`config.mk`:
```
export PLATFORM = sky130hd
export DESIGN_NAME = shift_queue_mc
export DESIGN_NICKNAME = d
export VERILOG_FILES = /design/src/rtl/shift_queue_mc.sv
export SDC_FILE = /design/constraint.sdc
export NUM_CORES = 1
export LEC_CHECK = 0
export BUFFER_PORTS_ARGS = -buffer_cell sky130_fd_sc_hd__buf_2
export CAP_MARGIN = 20
export CELL_PAD_IN_SITES_DETAIL_PLACEMENT = 0
export CELL_PAD_IN_SITES_GLOBAL_PLACEMENT = 1
export CORE_MARGIN = 1
export CORE_UTILIZATION = 38
export DETAILED_ROUTE_END_ITERATION = 10
export PLACE_DENSITY_LB_ADDON = 0.1
export SYNTH_ARGS = -nofsm -noshare
export SYNTH_HDL_FRONTEND = slang
export SYNTH_SLANG_ARGS = --single-unit
```
`constraint.sdc`:
```
create_clock -name clk -period 2 [get_ports clk]
set_input_delay 0.2 -clock clk [delete_from_list [all_inputs] [get_ports clk]]
set_output_delay 0.2 -clock clk [all_outputs]
set_load 0.03 [all_outputs]
```
`src/rtl/shift_queue_mc.sv`:
```
// Multi-lane shift-register queue (FIFO or LIFO) with shared push/pop control and a registered read port.
// Optional sticky overflow/underflow flags are built in when SHIFT_QUEUE_ERR_EN is defined.
module shift_queue_mc #(
    parameter  int WIDTH    = 8,
    parameter  int DEPTH    = 3,
    parameter  int CHANNELS = 1,
    parameter  int MODE     = 0,
    localparam int CW       = $clog2(DEPTH + 1)
) (
    input  logic                      clk,
    input  logic                      rst,
    input  logic                      ce,
    input  logic                      push,
    input  logic                      pop,
    input  logic [WIDTH*CHANNELS-1:0] din,
`ifdef SHIFT_QUEUE_ERR_EN
    input  logic                      err_clr,
    output logic                      ovf_err,
    output logic                      udf_err,
`endif
    output logic [WIDTH*CHANNELS-1:0] dout,
    output logic                      dout_vld,
    output logic                      full,
    output logic                      empty,
    output logic [CW-1:0]             count
);

    localparam int DW = WIDTH * CHANNELS;
    localparam int AW = (DEPTH > 1) ? $clog2(DEPTH) : 1;

    // All lanes share occupancy, so one entry holds every lane's word side by side.
    logic [DW-1:0] mem_q [DEPTH];
    logic [DW-1:0] mem_d [DEPTH];
    logic [CW-1:0] count_q, count_d;
    logic [DW-1:0] dout_q, dout_d;
    logic          dout_vld_q, dout_vld_d;
    logic          push_ok, pop_ok;
    logic [AW-1:0] rd_idx;

    assign full    = (count_q == CW'(DEPTH));
    assign empty   = (count_q == '0);
    assign pop_ok  = ce & pop & ~empty;
    assign push_ok = ce & push & (~full | pop_ok);
    assign rd_idx  = AW'(count_q - CW'(1));

    always_comb begin
        // NOTE: every combinational output gets a default first so no path can infer a latch.
        mem_d      = mem_q;
        count_d    = count_q;
        dout_d     = dout_q;
        dout_vld_d = 1'b0;

        if (pop_ok) begin
            dout_d     = (MODE == 0) ? mem_q[rd_idx] : mem_q[0];
            dout_vld_d = 1'b1;
        end

        if (MODE == 0) begin
            // FIFO pop only shrinks the observable window; the oldest word sits at count-1.
            if (push_ok) begin
                for (int i = DEPTH - 1; i > 0; i--) mem_d[i] = mem_q[i-1];
                mem_d[0] = din;
            end
        end else begin
            if (push_ok && pop_ok) begin
                mem_d[0] = din;
            end else if (push_ok) begin
                for (int i = DEPTH - 1; i > 0; i--) mem_d[i] = mem_q[i-1];
                mem_d[0] = din;
            end else if (pop_ok) begin
                for (int i = 0; i < DEPTH - 1; i++) mem_d[i] = mem_q[i+1];
            end
        end

        case ({push_ok, pop_ok})
            2'b10:   count_d = count_q + CW'(1);
            2'b01:   count_d = count_q - CW'(1);
            default: count_d = count_q;
        endcase
    end

    always_ff @(posedge clk) begin
        // NOTE: storage is reset explicitly because the queue must come out of reset zero-filled.
        if (rst) begin
            for (int i = 0; i < DEPTH; i++) mem_q[i] <= '0;
            count_q    <= '0;
            dout_q     <= '0;
            dout_vld_q <= 1'b0;
        end else begin
            // NOTE: state registers use non-blocking assignments so all flops update together.
            mem_q      <= mem_d;
            count_q    <= count_d;
            dout_q     <= dout_d;
            dout_vld_q <= dout_vld_d;
        end
    end

    assign dout     = dout_q;
    assign dout_vld = dout_vld_q;
    assign count    = count_q;

`ifdef SHIFT_QUEUE_ERR_EN
    logic ovf_err_q, ovf_err_d;
    logic udf_err_q, udf_err_d;

    always_comb begin
        ovf_err_d = ovf_err_q;
        udf_err_d = udf_err_q;
        if (ce) begin
            if (err_clr) begin
                ovf_err_d = 1'b0;
                udf_err_d = 1'b0;
            end else begin
                if (push && full && !pop) ovf_err_d = 1'b1;
                if (pop && empty)         udf_err_d = 1'b1;
            end
        end
    end

    always_ff @(posedge clk) begin
        if (rst) begin
            ovf_err_q <= 1'b0;
            udf_err_q <= 1'b0;
        end else begin
            ovf_err_q <= ovf_err_d;
            udf_err_q <= udf_err_d;
        end
    end

    assign ovf_err = ovf_err_q;
    assign udf_err = udf_err_q;
`endif

endmodule
```
## Yosys cells after proc, flatten, opt, wreduce, memory -nomap -nowiden

Cells that the tools add are included.

- $add $sub $neg: 2
- Magnitude comparators: 1
- Equality and inequality tests: 3
- Muxes and demuxes: 5
- Bitwise operators: 8
- Reduce and logical (&&, ||, !) cells: 2

Operators by type and width:

| cell | count |
|---|---|
| 8-bit binary-select mux with 2-bit select | 1 |
| 8-bit 2-to-1 mux | 2 |
| 1-bit AND | 4 |
| 2-bit == test, second input constant | 2 |
| 2-bit case mux with 2 select lines | 1 |
| 3-bit greater-or-equal comparator, second input constant | 1 |
| 2-bit NOT with 3-bit output | 1 |
| 2-bit by 1-bit adder with 2-bit output, second input constant | 1 |
| 2-bit by 1-bit == test with 1-bit output, second input constant | 1 |
| 2-bit zero test | 1 |
| 1-bit NOT | 2 |
| 2-bit nonzero test | 1 |
| 2-bit by 1-bit subtractor with 2-bit output, second input constant | 1 |
| 1-bit 2-to-1 mux | 1 |
| 1-bit OR | 1 |

- Register bits after elaboration: 35
- Input bits: 13

## Logic depth before layout (Yosys ltp)

- Depth in word-level cells: 7
- Gate-level depth with buffers: 12

## Least setup slack after synthesis

OpenSTA, ideal clock, no wires.

- Kind: register to register
- Start point: register count_q[0], in the netlist count[0]
- End point: register count_q[0], in the netlist count[0]
- Setup time: 0.128 ns
- Arrival time: 2.332 ns
- Setup slack: -0.460 ns
- Stages on the path, launching flop included: 12
- Path buffers: 3
- Cells stage by stage: dfxtp_1 -> buf_4 -> inv_1 -> ha_1 -> nand2b_1 -> a21oi_2 -> buf_6 -> inv_8 -> buf_12 -> ha_1 -> xor2_1 -> nor2_1

- Word-level cells in the longest chain between the ends: 7

Ends and longest elaborated chain:

| what | line | text |
|---|---|---|
| from (decl) | 34 | `logic [CW-1:0] count_q, count_d;` |
| from (signal assigned) | 92 | `count_q <= count_d;` |
| 2-bit zero test * | 41 | `assign empty = (count_q == '0);` |
| named net empty | 24 | `output logic empty,` |
| 1-bit NOT * | 42 | `assign pop_ok = ce & pop & ~empty;` |
| 1-bit AND * | 42 |  |
| 1-bit OR | 43 | `assign push_ok = ce & push & (~full \| pop_ok);` |
| 1-bit AND | 43 |  |
| 2-bit by 1-bit == test with 1-bit output or 2-bit == test (tied branches) | 75 | `case ({push_ok, pop_ok})` |
| 2-bit case mux with 2 select lines or 2-bit nonzero test (tied branches) | n/a |  |

Mark *: on every way through the listed nets, which the timed path passes. The rest lies on a longest branch.
A chain may end at the register's enable or synchronous reset.

## Final worst setup path

- Start point: register count_q[0], in the netlist count[0]
- End point: register count_q[1], in the netlist count[1]

- Word-level cells in the longest chain between the ends: 7

Ends and longest elaborated chain:

| what | line |
|---|---|
| 2-bit zero test | 41 |
| 1-bit NOT | 42 |
| 1-bit AND | 42 |
| 1-bit OR | 43 |
| 1-bit AND | 43 |
| 2-bit by 1-bit == test with 1-bit output or 2-bit == test (tied branches) | 75 |
| 2-bit case mux with 2 select lines or 2-bit nonzero test (tied branches) | n/a |

Parallel ways exist; a longest one is shown, timed or not.

==> flow_summary.ini <==
[status]
outcome = finished, final reports clean

[setup_path]
required_ns = 2.19
path_common_cell = ha_4
crit_family = flip-flops
path_cells = inv_2 -> ha_4 -> nand2b_4 -> a21oi_2 -> inv_8 -> ha_4 -> xor2_1 -> nor2_1 -> a211oi_1
reg2reg_slack_ns = 0.28
slowest_delay_ns = 0.45
start_kind = flip-flop
crit_type = reg -> reg
reg2reg_from = count[0]
end_kind = flip-flop
cp-startpoint = count[0]
r2r_cells = 9
crit_path_top_delay_cell = dfxtp_4
r2r_end = count[1]
critPathBufInv = 2
worstPathArrival_ns = 1.91
worstPathMaxFanout = 13

[clock_network]
numClockSinks = 35
post-cts-setup-buffer-count = 0
post_cts_resized = 0
cts_hold_buf = 0
clockBufferDepth = 2
tritoncts = built
h-tree-depth = 2
cts_made_buffers = 5
cts.clk_slew.worst_paths_ns = 0.07
cts_root_buf = clkbuf_8
worstSkewPairLatency_ns = 0.29

[floorplanning]
io_pins = 26
start_util_pct = 41.17
rows = 22
die_y_um = 66.16
core_mm2 = 0.003799
die_w_um = 66.16
die_area_mm2 = 0.004376

[power_and_ir_drop]
p_per_area_mw_per_mm2 = 909.4
vdd.ir_drop.worst_uv = 340.4
power.leakage_nw = 0.8558

[global_routing]
grtUsageMet1_pct = 19.51
gr-usage-met2_pct = 26.79
grt_pass1_wl_mm = 5.188
grt.total_usage_pct = 16.27
busiest_layer = met2
met3_usage_pct = 5.172
antenna_found_initial = 0
grt_pass1_vias = 1123
grt_max_degree = 44
gr-total-overflow = 0

[route]
vias = 1120
vias_per_cell = 4.934
drtIter0Drc = 38
wire_per_inst_um = 13.18
drc = 0
final_antenna_net_count = 0
drtPass1Iterations = 4
wirelength_mm = 2.991

[place]
dp_slack_ns = 0.2831
dpl-instance-area_mm2 = 0.001760
dpl.hpwl_mm = 1.989
globalplace.congestion = 0.6964
numPortBuffers = 25

[timing]
slew_headroom_pct = 60.13
fmax_mhz = 582.3
tns_ns = 0
layout_min_cycle_time_ns = 1.717
period_share_pct = 85.87
maxSlewViolCount = 0
hold_violations = 0
rsz0062_at_grt = no
worst_pin_slew_ns = 0.5980
finalClockSkew_ns = 0.003838
setup_viol = 0
fin_ws_ns = 0.2826

[layout]
fin_nets = 194
finalInstanceArea_mm2 = 0.001873
drive_gt1_share_pct = 26.26
fin_util_pct = 49.31
fill_cells = 366
diodes = 0
area_delta_synth_final_pct = 19.76

[synth]
syn_nets = 166
yosys.area.top_type = dfxtp_1
avgSynthCellArea_um2 = 10.43
ys_ff_latch = 35
synth_area_leaders = dfxtp_1, mux2i_1, nand2b_1
yosysSeqAreaShare_pct = 44.80
yosys_warnings = 0
syn-cell-area_mm2 = 0.001564
synth_top_area_share_pct = 44.80
synthCells = 150
synth.distinct_cells = 22

[worst_hold_path]
holdPathStages = 3
min-delay-start = din[5]
hp-class = in -> reg
worstHoldEndpoint = mem_q[21]

[run]
cap_viol_max_count = 0
[cell type report]
type	instances	area, um^2	share of cell area [%]
clock inverters	1	5.005	0.2672
well taps	48	60.06	3.206
multi-input cells	102	809.5	43.22
repair buffers	30	162.7	8.684
flip-flops and latches	35	705.7	37.68
clock buffers	7	107.6	5.745
inverters	4	22.52	1.202
[metal layers]
layer / part of all wire, % / vias up
li1: - / 569
met1: 47 / 516
met2: 45 / 31
met3: 5.7 / 4
met4: 1.5 / 0
met5: 0 / -
[worst max path at each step]
| stage | end | slack, ns | cells past startpoint |
|---|---|---|---|
| finish | count[1] | 0.28 | 9 |
| global route | count[0] | 0.18 | 8 |
| CTS | count[1] | 0.26 | 9 |
| detailed placement | count[0] | 0.28 | 8 |
| global placement | count[0] | 0.32 | 8 |
| floorplan | count[0] | 0.02 | 11 |
[synthesized netlist by cell type]
cell	n
xor2_1	2
ha_1	3
a21oi_2	1
nor2b_1	1
a211oi_1	1
buf_12	1
inv_8	1
nand3b_1	1
nand2b_1	33
inv_1	2
buf_4	1
buf_2	2
dfxtp_1	35
mux2_1	8
buf_6	1
inv_2	1
nor2_1	11
mux2i_1	24
nor3_1	8
nand2_1	1
clkbuf_1	4
a221oi_1	8
[cells in the final DEF, fill, tap and decap left out, types with 2 or more instances in the layout]
master,synthesis,layout
nand2b_1,33,32
xor2_1,2,2
clkbuf_8,0,6
nor3_1,8,8
ha_4,0,2
inv_2,1,2
dfxtp_1,35,33
a221oi_1,8,8
buf_4,1,5
buf_2,2,25
nor2_1,11,11
mux2_1,8,8
mux2i_1,24,24
[report_power, final]
| part | switching, W | internal [W] | total [W] |
|---|---|---|---|
| logic | 0.000191 | 0.000143 | 0.000334 |
| registers | 0.0000337 | 0.000735 | 0.000768 |
| clock network | 0.000248 | 0.000353 | 0.000601 |
[state kept, by name, indices dropped and copies added (netlist names)]
register / cells
count: 2
dout: 8
dout_vld: 1
mem_q: 24
[through the flow]
| stage | hold slack [ns] | instances | power [W] |
|---|---|---|---|
| floorplan | 0.3557 | 150 | 0.001035 |
| global route | 0.1540 | 227 | 0.001795 |
| global placement | 0.4613 | 219 | 0.001115 |
| finish | 0.1637 | 227 | 0.001703 |
| CTS | 0.1574 | 227 | 0.001725 |
| detailed placement | 0.4688 | 219 | 0.001120 |
[logic make-up (layout without fill, tap and decap cells)]
group                    count (synthesis)  in the layout  share of synthesized area, %
AO/OA/AOI/OAI                           10             10                         5.520
flip-flops                              35             35                         44.80
multiplexers                            32             32                         21.12
XOR/XNOR                                 2              2                         1.120
buffers and inverters                   13             42                         5.520
AND/OR/NAND/NOR                         55             55                         19.52
adder cells (fa/ha/maj)                  3              3                         2.400
[worst min-delay path, stage by stage]
cell,delay (ns)
buf_2,0.10
nand2b_1,0.05
mux2i_1,0.06
No activity file was read; power rests on OpenSTA's default activity.
